--- src/rtl/key_scan_pkg.sv ---
// Shared types and helpers for the key matrix scanner.
// Contents: scan FSM state enum, synchronizer depth, cell index helper.
package key_scan_pkg;

    typedef enum logic [1:0] {
        S_IDLE,
        S_DRIVE,
        S_SAMPLE
    } scan_state_t;

    localparam int SYNC_STAGES = 2;

    // Flattened bitmap position of the key at column i, row j.
    function automatic int cell_index(int n, int i, int j);
        return n * j + i;
    endfunction

endpackage

--- src/rtl/key_matrix_scanner_if.sv ---
// Bundle between the key matrix scanner and its surroundings.
// Ports: ena, row_sense (in to scanner); col_drive, x, cells, frame_done (out).
interface key_matrix_scanner_if #(
    parameter int N = 8
);
    localparam int XW = $clog2(N) + 1;

    logic             ena;
    logic [N-1:0]     row_sense;
    logic [N-1:0]     col_drive;
    logic [XW-1:0]    x;
    logic [N*N-1:0]   cells;
    logic             frame_done;

    modport master (
        input  ena,
        input  row_sense,
        output col_drive,
        output x,
        output cells,
        output frame_done
    );

    modport slave (
        output ena,
        output row_sense,
        input  col_drive,
        input  x,
        input  cells,
        input  frame_done
    );

endinterface

--- src/rtl/key_debouncer.sv ---
// Per-key debouncer, updated only on its column's sample strobe.
// Ports: clk, rst, sample_i, raw_i (in); state_o level, rise_o 0->1 pulse (out).
module key_debouncer #(
    parameter int DEBOUNCE_SCANS = 4
) (
    input  logic clk,
    input  logic rst,
    input  logic sample_i,
    input  logic raw_i,
    output logic state_o,
    output logic rise_o
);

    localparam int CW = $clog2(DEBOUNCE_SCANS + 1);
    localparam logic [CW-1:0] CNT_LAST = CW'(DEBOUNCE_SCANS - 1);

    logic          state_q, state_d;
    logic [CW-1:0] cnt_q, cnt_d;
    logic          flip;

    assign flip = sample_i && (raw_i != state_q) && (cnt_q == CNT_LAST);

    always_comb begin
        state_d = state_q;
        cnt_d   = cnt_q;
        if (sample_i) begin
            if (raw_i == state_q) begin
                cnt_d = '0;
            end else if (cnt_q == CNT_LAST) begin
                state_d = raw_i;
                cnt_d   = '0;
            end else begin
                cnt_d = cnt_q + 1'b1;
            end
        end
    end

    always_ff @(posedge clk) begin
        if (rst) begin
            state_q <= 1'b0;
            cnt_q   <= '0;
        end else begin
            state_q <= state_d;
            cnt_q   <= cnt_d;
        end
    end

    assign state_o = state_q;
    // Combinational so a toggle bitmap updates on the same edge as the level.
    assign rise_o  = flip && raw_i;

endmodule

--- src/rtl/key_matrix_scanner.sv ---
// Column-strobed key matrix scanner with per-key debounce; bit N*j+i = key (i,j).
// Ports: clk, rst, bus (master: ena, row_sense in; col_drive, x, cells, frame_done out).
// Build option KEY_TOGGLE_EN: cells becomes a toggle-on-press latch bitmap.
module key_matrix_scanner
    import key_scan_pkg::*;
#(
    parameter int N              = 8,
    parameter int SETTLE_CYCLES  = 16,
    parameter int DEBOUNCE_SCANS = 4
) (
    input  logic                 clk,
    input  logic                 rst,
    key_matrix_scanner_if.master bus
);

    localparam int XW = $clog2(N) + 1;
    localparam int SW = $clog2(SETTLE_CYCLES);
    localparam logic [SW-1:0] SETTLE_LAST = SW'(SETTLE_CYCLES - 1);
    localparam logic [XW-1:0] X_LAST      = XW'(N - 1);

    // Row synchronizer; idles high like the pulled-up rows.
    logic [N-1:0] sync_q [SYNC_STAGES];
    logic [N-1:0] raw;

    always_ff @(posedge clk) begin
        if (rst) begin
            for (int k = 0; k < SYNC_STAGES; k++) sync_q[k] <= '1;
        end else begin
            sync_q[0] <= bus.row_sense;
            for (int k = 1; k < SYNC_STAGES; k++) sync_q[k] <= sync_q[k-1];
        end
    end

    assign raw = ~sync_q[SYNC_STAGES-1];

    scan_state_t   state_q;
    logic [SW-1:0] settle_q;
    logic [XW-1:0] x_q;
    logic [XW-1:0] x_next;
    logic [N-1:0]  col_q;
    logic          done_q;

    assign x_next = (x_q == X_LAST) ? '0 : x_q + 1'b1;

    function automatic logic [N-1:0] strobe(logic [XW-1:0] col);
        return ~(N'(1) << col);
    endfunction

    always_ff @(posedge clk) begin
        if (rst) begin
            state_q  <= S_IDLE;
            settle_q <= '0;
            x_q      <= '0;
            col_q    <= '1;
            done_q   <= 1'b0;
        end else begin
            done_q <= 1'b0;
            unique case (state_q)
                S_IDLE: begin
                    settle_q <= '0;
                    col_q    <= '1;
                    if (bus.ena) begin
                        state_q <= S_DRIVE;
                        x_q     <= '0;
                        col_q   <= strobe('0);
                    end
                end
                S_DRIVE: begin
                    if (settle_q == SETTLE_LAST) begin
                        state_q  <= S_SAMPLE;
                        settle_q <= '0;
                    end else begin
                        settle_q <= settle_q + 1'b1;
                    end
                end
                S_SAMPLE: begin
                    x_q    <= x_next;
                    done_q <= (x_q == X_LAST);
                    if (bus.ena) begin
                        state_q <= S_DRIVE;
                        col_q   <= strobe(x_next);
                    end else begin
                        state_q <= S_IDLE;
                        col_q   <= '1;
                    end
                end
                default: begin
                    state_q <= S_IDLE;
                    col_q   <= '1;
                end
            endcase
        end
    end

    logic           sample_w;
    logic [N*N-1:0] level_w;
    logic [N*N-1:0] rise_w;

    assign sample_w = (state_q == S_SAMPLE);

    for (genvar j = 0; j < N; j++) begin : g_row
        for (genvar i = 0; i < N; i++) begin : g_col
            localparam int IDX = cell_index(N, i, j);
            key_debouncer #(
                .DEBOUNCE_SCANS(DEBOUNCE_SCANS)
            ) u_key (
                .clk     (clk),
                .rst     (rst),
                .sample_i(sample_w && (x_q == XW'(i))),
                .raw_i   (raw[j]),
                .state_o (level_w[IDX]),
                .rise_o  (rise_w[IDX])
            );
        end
    end

`ifdef KEY_TOGGLE_EN
    logic [N*N-1:0] cells_q;

    always_ff @(posedge clk) begin
        if (rst) cells_q <= '0;
        else     cells_q <= cells_q ^ rise_w;
    end

    assign bus.cells = cells_q;
`else
    logic unused_rise;
    assign unused_rise = ^rise_w;
    assign bus.cells   = level_w;
`endif

    assign bus.col_drive  = col_q;
    assign bus.x          = x_q;
    assign bus.frame_done = done_q;

endmodule

--- src/flat_wrapper.sv ---
// flat-port wrapper written by rule: the top's interface ports become plain ports
module key_matrix_scanner_flat import key_scan_pkg::*;
#(
    parameter int N              = 8,
    parameter int SETTLE_CYCLES  = 16,
    parameter int DEBOUNCE_SCANS = 4
)
  (clk, rst, bus_ena, bus_row_sense, bus_col_drive, bus_x, bus_cells, bus_frame_done);
  key_matrix_scanner_if #(.N(N)) bus_i ();
  input  logic clk;
  input  logic rst;
  input wire logic [$bits(bus_i.ena)-1:0] bus_ena;
  input wire logic [$bits(bus_i.row_sense)-1:0] bus_row_sense;
  output wire logic [$bits(bus_i.col_drive)-1:0] bus_col_drive;
  output wire logic [$bits(bus_i.x)-1:0] bus_x;
  output wire logic [$bits(bus_i.cells)-1:0] bus_cells;
  output wire logic [$bits(bus_i.frame_done)-1:0] bus_frame_done;
  assign bus_i.ena = bus_ena;
  assign bus_i.row_sense = bus_row_sense;
  assign bus_col_drive = bus_i.col_drive;
  assign bus_x = bus_i.x;
  assign bus_cells = bus_i.cells;
  assign bus_frame_done = bus_i.frame_done;
  key_matrix_scanner #(.N(N), .SETTLE_CYCLES(SETTLE_CYCLES), .DEBOUNCE_SCANS(DEBOUNCE_SCANS)) u_core (.clk(clk), .rst(rst), .bus(bus_i));
endmodule
--- config.mk ---
export PLATFORM = sky130hd
export DESIGN_NAME = key_matrix_scanner_flat
export DESIGN_NICKNAME = d
export VERILOG_FILES = /design/src/rtl/key_scan_pkg.sv /design/src/rtl/key_matrix_scanner_if.sv /design/src/rtl/key_debouncer.sv /design/src/rtl/key_matrix_scanner.sv /design/src/flat_wrapper.sv
export SDC_FILE = /design/constraint.sdc
export NUM_CORES = 1
export LEC_CHECK = 0
export CORE_MARGIN = 2
export CORE_UTILIZATION = 53
export CTS_CLUSTER_DIAMETER = 150
export CTS_CLUSTER_SIZE = 30
export DETAILED_ROUTE_END_ITERATION = 8
export PLACE_DENSITY_LB_ADDON = 0.15
export SLEW_MARGIN = 5
export SYNTH_ARGS = -nofsm -noshare
export SYNTH_HDL_FRONTEND = slang
export SYNTH_SLANG_ARGS = --single-unit
--- constraint.sdc ---
create_clock -name clk -period 2.35 [get_ports clk]
set_clock_uncertainty 0.05 [all_clocks]
set_input_delay 0.3525 -clock clk [delete_from_list [all_inputs] [get_ports clk]]
set_output_delay 0.3525 -clock clk [all_outputs]
set_load 0.1 [all_outputs]
==> results.toml <==
[placed_design]
preCtsSetupSlack_ns = 0.260
placed_cell_area_sq_mm = 0.0137
place.gp.congestion = 0.782
placedCellCount = 1770
port_buffers = 87
dp_hpwl_mm = 17.1

[grt]
grt_pass1_wl_mm = 42.9
track_usage_pct = 19.6
antenna_found_initial = 0
grt_pass1_vias = 8646
grt_overflow = 0
grt_max_degree = 93

[power]
peakVddDrop_uv = 489
power.leakage_nw = 5.51
p_int_mw = 6.06
combPwrFrac_pct = 3.5
clock_power_share_pct = 32.6
power_density_mw_per_mm2 = 553
swShare_pct = 22.0
p_switching_mw = 1.71
power_frac_seq_pct = 63.9

[clock_network]
cts_resized = 0
cts.sinks = 291
clk_root_buffer_cell = "clkbuf_16"
ctsHoldBuffers = 0
worstSkewPairLatency_ns = 0.49
clk_path_buf_depth = 3
htree_levels = 1
tritoncts = "yes"
cts_buffers = 13
post_cts_buffers = 0
path_clk_slew_ns = 0.11

[detailed_routing]
drc_errors = 0
first_pass_iters = 5
vias_per_cell = 5.44
initialDrtViolationCount = 650
avgRoutedWirePerCell_um = 14.6
ant_nets = 0
vias = 9706
wirelength_mm = 26.1

[floorplan]
die_y_um = 162
pin_count = 88
core_sq_mm = 0.0244
die_w_um = 162
die_area_sq_mm = 0.0262
initial_core_util_pct = 54.1
rows = 57

[timing]
slew_headroom_pct = 41.6
hold_violations = 0
post-route-period-util_pct = 89.6
setup_viol = 0
period_minus_slack_ns = 2.10
rsz0062_at_grt = "no"
worst_slack_ns = 0.245
drv_slew = 0
fmax_mhz = 475
setup_tns_ns = 0
max_slew.worst_pin.slew_ns = 0.874

[worst_setup_path]
worst-path-buf-inv = 1
worstSetupEndpoint = "u_core.g_row[2].g_col[7].u_key.state_o"
crit_type = "flip-flop to flip-flop"
r2r_cells = 5
path_delay_family = "simple AND/OR/NAND/NOR gates"
regToRegSetupSlack_ns = 0.25
worst-endpoint-required_ns = 2.67
max_stage_delay_ns = 0.62
crit_start = "u_core.bus.x[2]"
r2r-end = "u_core.g_row[2].g_col[7].u_key.state_o"
arrival_ns = 2.42
cp_num_cells = 5
cp_max_fo = 15
end_kind = "flip-flop"
crit_chain = "and4bb_2 -> nand2_1 -> buf_4 -> o21ai_0 -> a21oi_1"
crit_path_top_delay_cell = "dfxtp_1"
crit_path_start_kind = "flip-flop"
r2r_start = "u_core.bus.x[2]"

[min_path]
hold_path_depth = 2
min_from = "rst"
hold_path.class = "primary input to flip-flop"

[synthesis]
syn-instance-count = 1483
ys_warn_count = 0
synthArstFlopShare_pct = 0
synth_cell_types = 37
syn_area_sq_mm = 0.0132
ys_ff_latch = 291
ys_seq_area_share_pct = 44.2
synth_edf_count = 0
syn_avg_cell_area_sq_um = 8.89
syn-num-nets = 1563
synthFlopType = "dfxtp_1"

[layout]
multiInputGateArea_sq_mm = 0.00632
fin_cells = 1784
area_growth_pct = 6.59
drive_gt1_share_pct = 10.6
nFillCells = 2198
antennaDiodeCount = 0
utilization_pct = 57.6
layout.cells.most_common_list = "dfxtp_1, a21oi_1, nand2_1, buf_4, ha_1"
fin_area_sq_mm = 0.0141
layout_commonest_cell = "dfxtp_1"
num-nets-final = 1541
regArea_sq_mm = 0.00583

[job]
cap_violations = 0

[run_status]
status = "finished, final reports clean"
[routing by layer]
| layer | vias to the layer above | GRT usage (%) | wire length, um |
|---|---|---|---|
| li1 | 5032 | - | - |
| met1 | 4545 | 28.1 | 13200 |
| met2 | 112 | 32.2 | 11700 |
| met3 | 17 | 2.73 | 919 |
| met4 | 0 | 2.90 | 280 |
| met5 | - | 0 | 0 |
[how the worst min path moves through the flow]
stage	to	slack, ns
after global routing	u_core.g_row[0].g_col[6].u_key.state_o	0.22
after floorplan	u_core.sync_q[0][10]	0.34
after global placement	u_core.sync_q[0][10]	0.34
after CTS	u_core.g_row[0].g_col[6].u_key.state_o	0.21
after detailed placement	u_core.sync_q[0][8]	0.35
final	u_core.settle_q[1]	0.22
[cell type report]
class / instances / area share (%)
clock buffer: 13 / 2.31
clock inverter: 1 / 0.0801
multi-input combinational: 1003 / 45.0
inverter: 25 / 0.668
sequential: 291 / 41.5
timing repair buffer: 127 / 7.61
tap: 324 / 2.88
[metrics by stage]
stage          total power [mW]  hold WS [ns]
2_1_floorplan              5.25         0.339
3_3_place_gp               5.35         0.341
3_5_place_dp               5.35         0.347
4_1_cts                    7.88         0.206
5_1_grt                    8.08         0.217
6_report                   7.77         0.222
[kinds of logic (layout without fill, tap and decap cells)]
logic type,after synthesis,in the layout,share of synthesized area (%)
fa+ha+maj,69,69,6.55
simple gates,521,521,22.3
compound gates,346,346,14.6
mux,1,1,0.0854
xor+xnor,66,66,4.38
buf+inv,189,166,7.89
flops,291,291,44.2
[worst register-to-register path, stage by stage, from the launching register on]
cell	delay [ns]
dfxtp_1	0.62
and4bb_2	0.46
nand2_1	0.33
buf_4	0.28
o21ai_0	0.16
a21oi_1	0.08
[power groups by stage]
stage / Clock (mW) / Combinational (mW) / Sequential, mW
floorplan: 0 / 0.178 / 5.07
global placement: 0 / 0.272 / 5.08
detailed placement: 0 / 0.272 / 5.08
CTS: 2.64 / 0.273 / 4.97
global route: 2.81 / 0.297 / 4.97
finish: 2.53 / 0.271 / 4.97
[cell usage after synthesis, drive strengths merged (2+ instances only)]
library cell,number,area share [%]
nand3b,44,2.5
clkbuf,61,1.7
ha,69,6.5
o211ai,2,0.11
and2,8,0.38
inv,25,0.71
nand4b,19,1.3
nor2,56,1.6
nor2b,51,2.4
a311oi,46,3.1
xnor2,19,1.3
nor3b,19,1.1
a22oi,2,0.11
or2,17,0.81
xor2,47,3.1
nand2,144,4.1
nand2b,23,1.1
nor3,3,0.11
buf,103,5.4
a21oi,225,8.5
o21bai,2,0.11
or4,3,0.17
and3b,46,3.1
dfxtp,291,44
nand3,67,2.5
o21ai,67,2.5
or3,18,0.85
[flip-flops by register name, summed over array words and instances, names as in the netlist]
register                          count
u_core.bus.x                          4
u_core.g_row.g_col.u_key.cnt_q      192
u_core.sync_q                        16
u_core.state_q                        2
u_core.g_row.g_col.u_key.state_o     64
u_core.settle_q                       4
u_core.bus.frame_done                 1
u_core.bus.col_drive                  8
(Power assumes the default switching activity.)
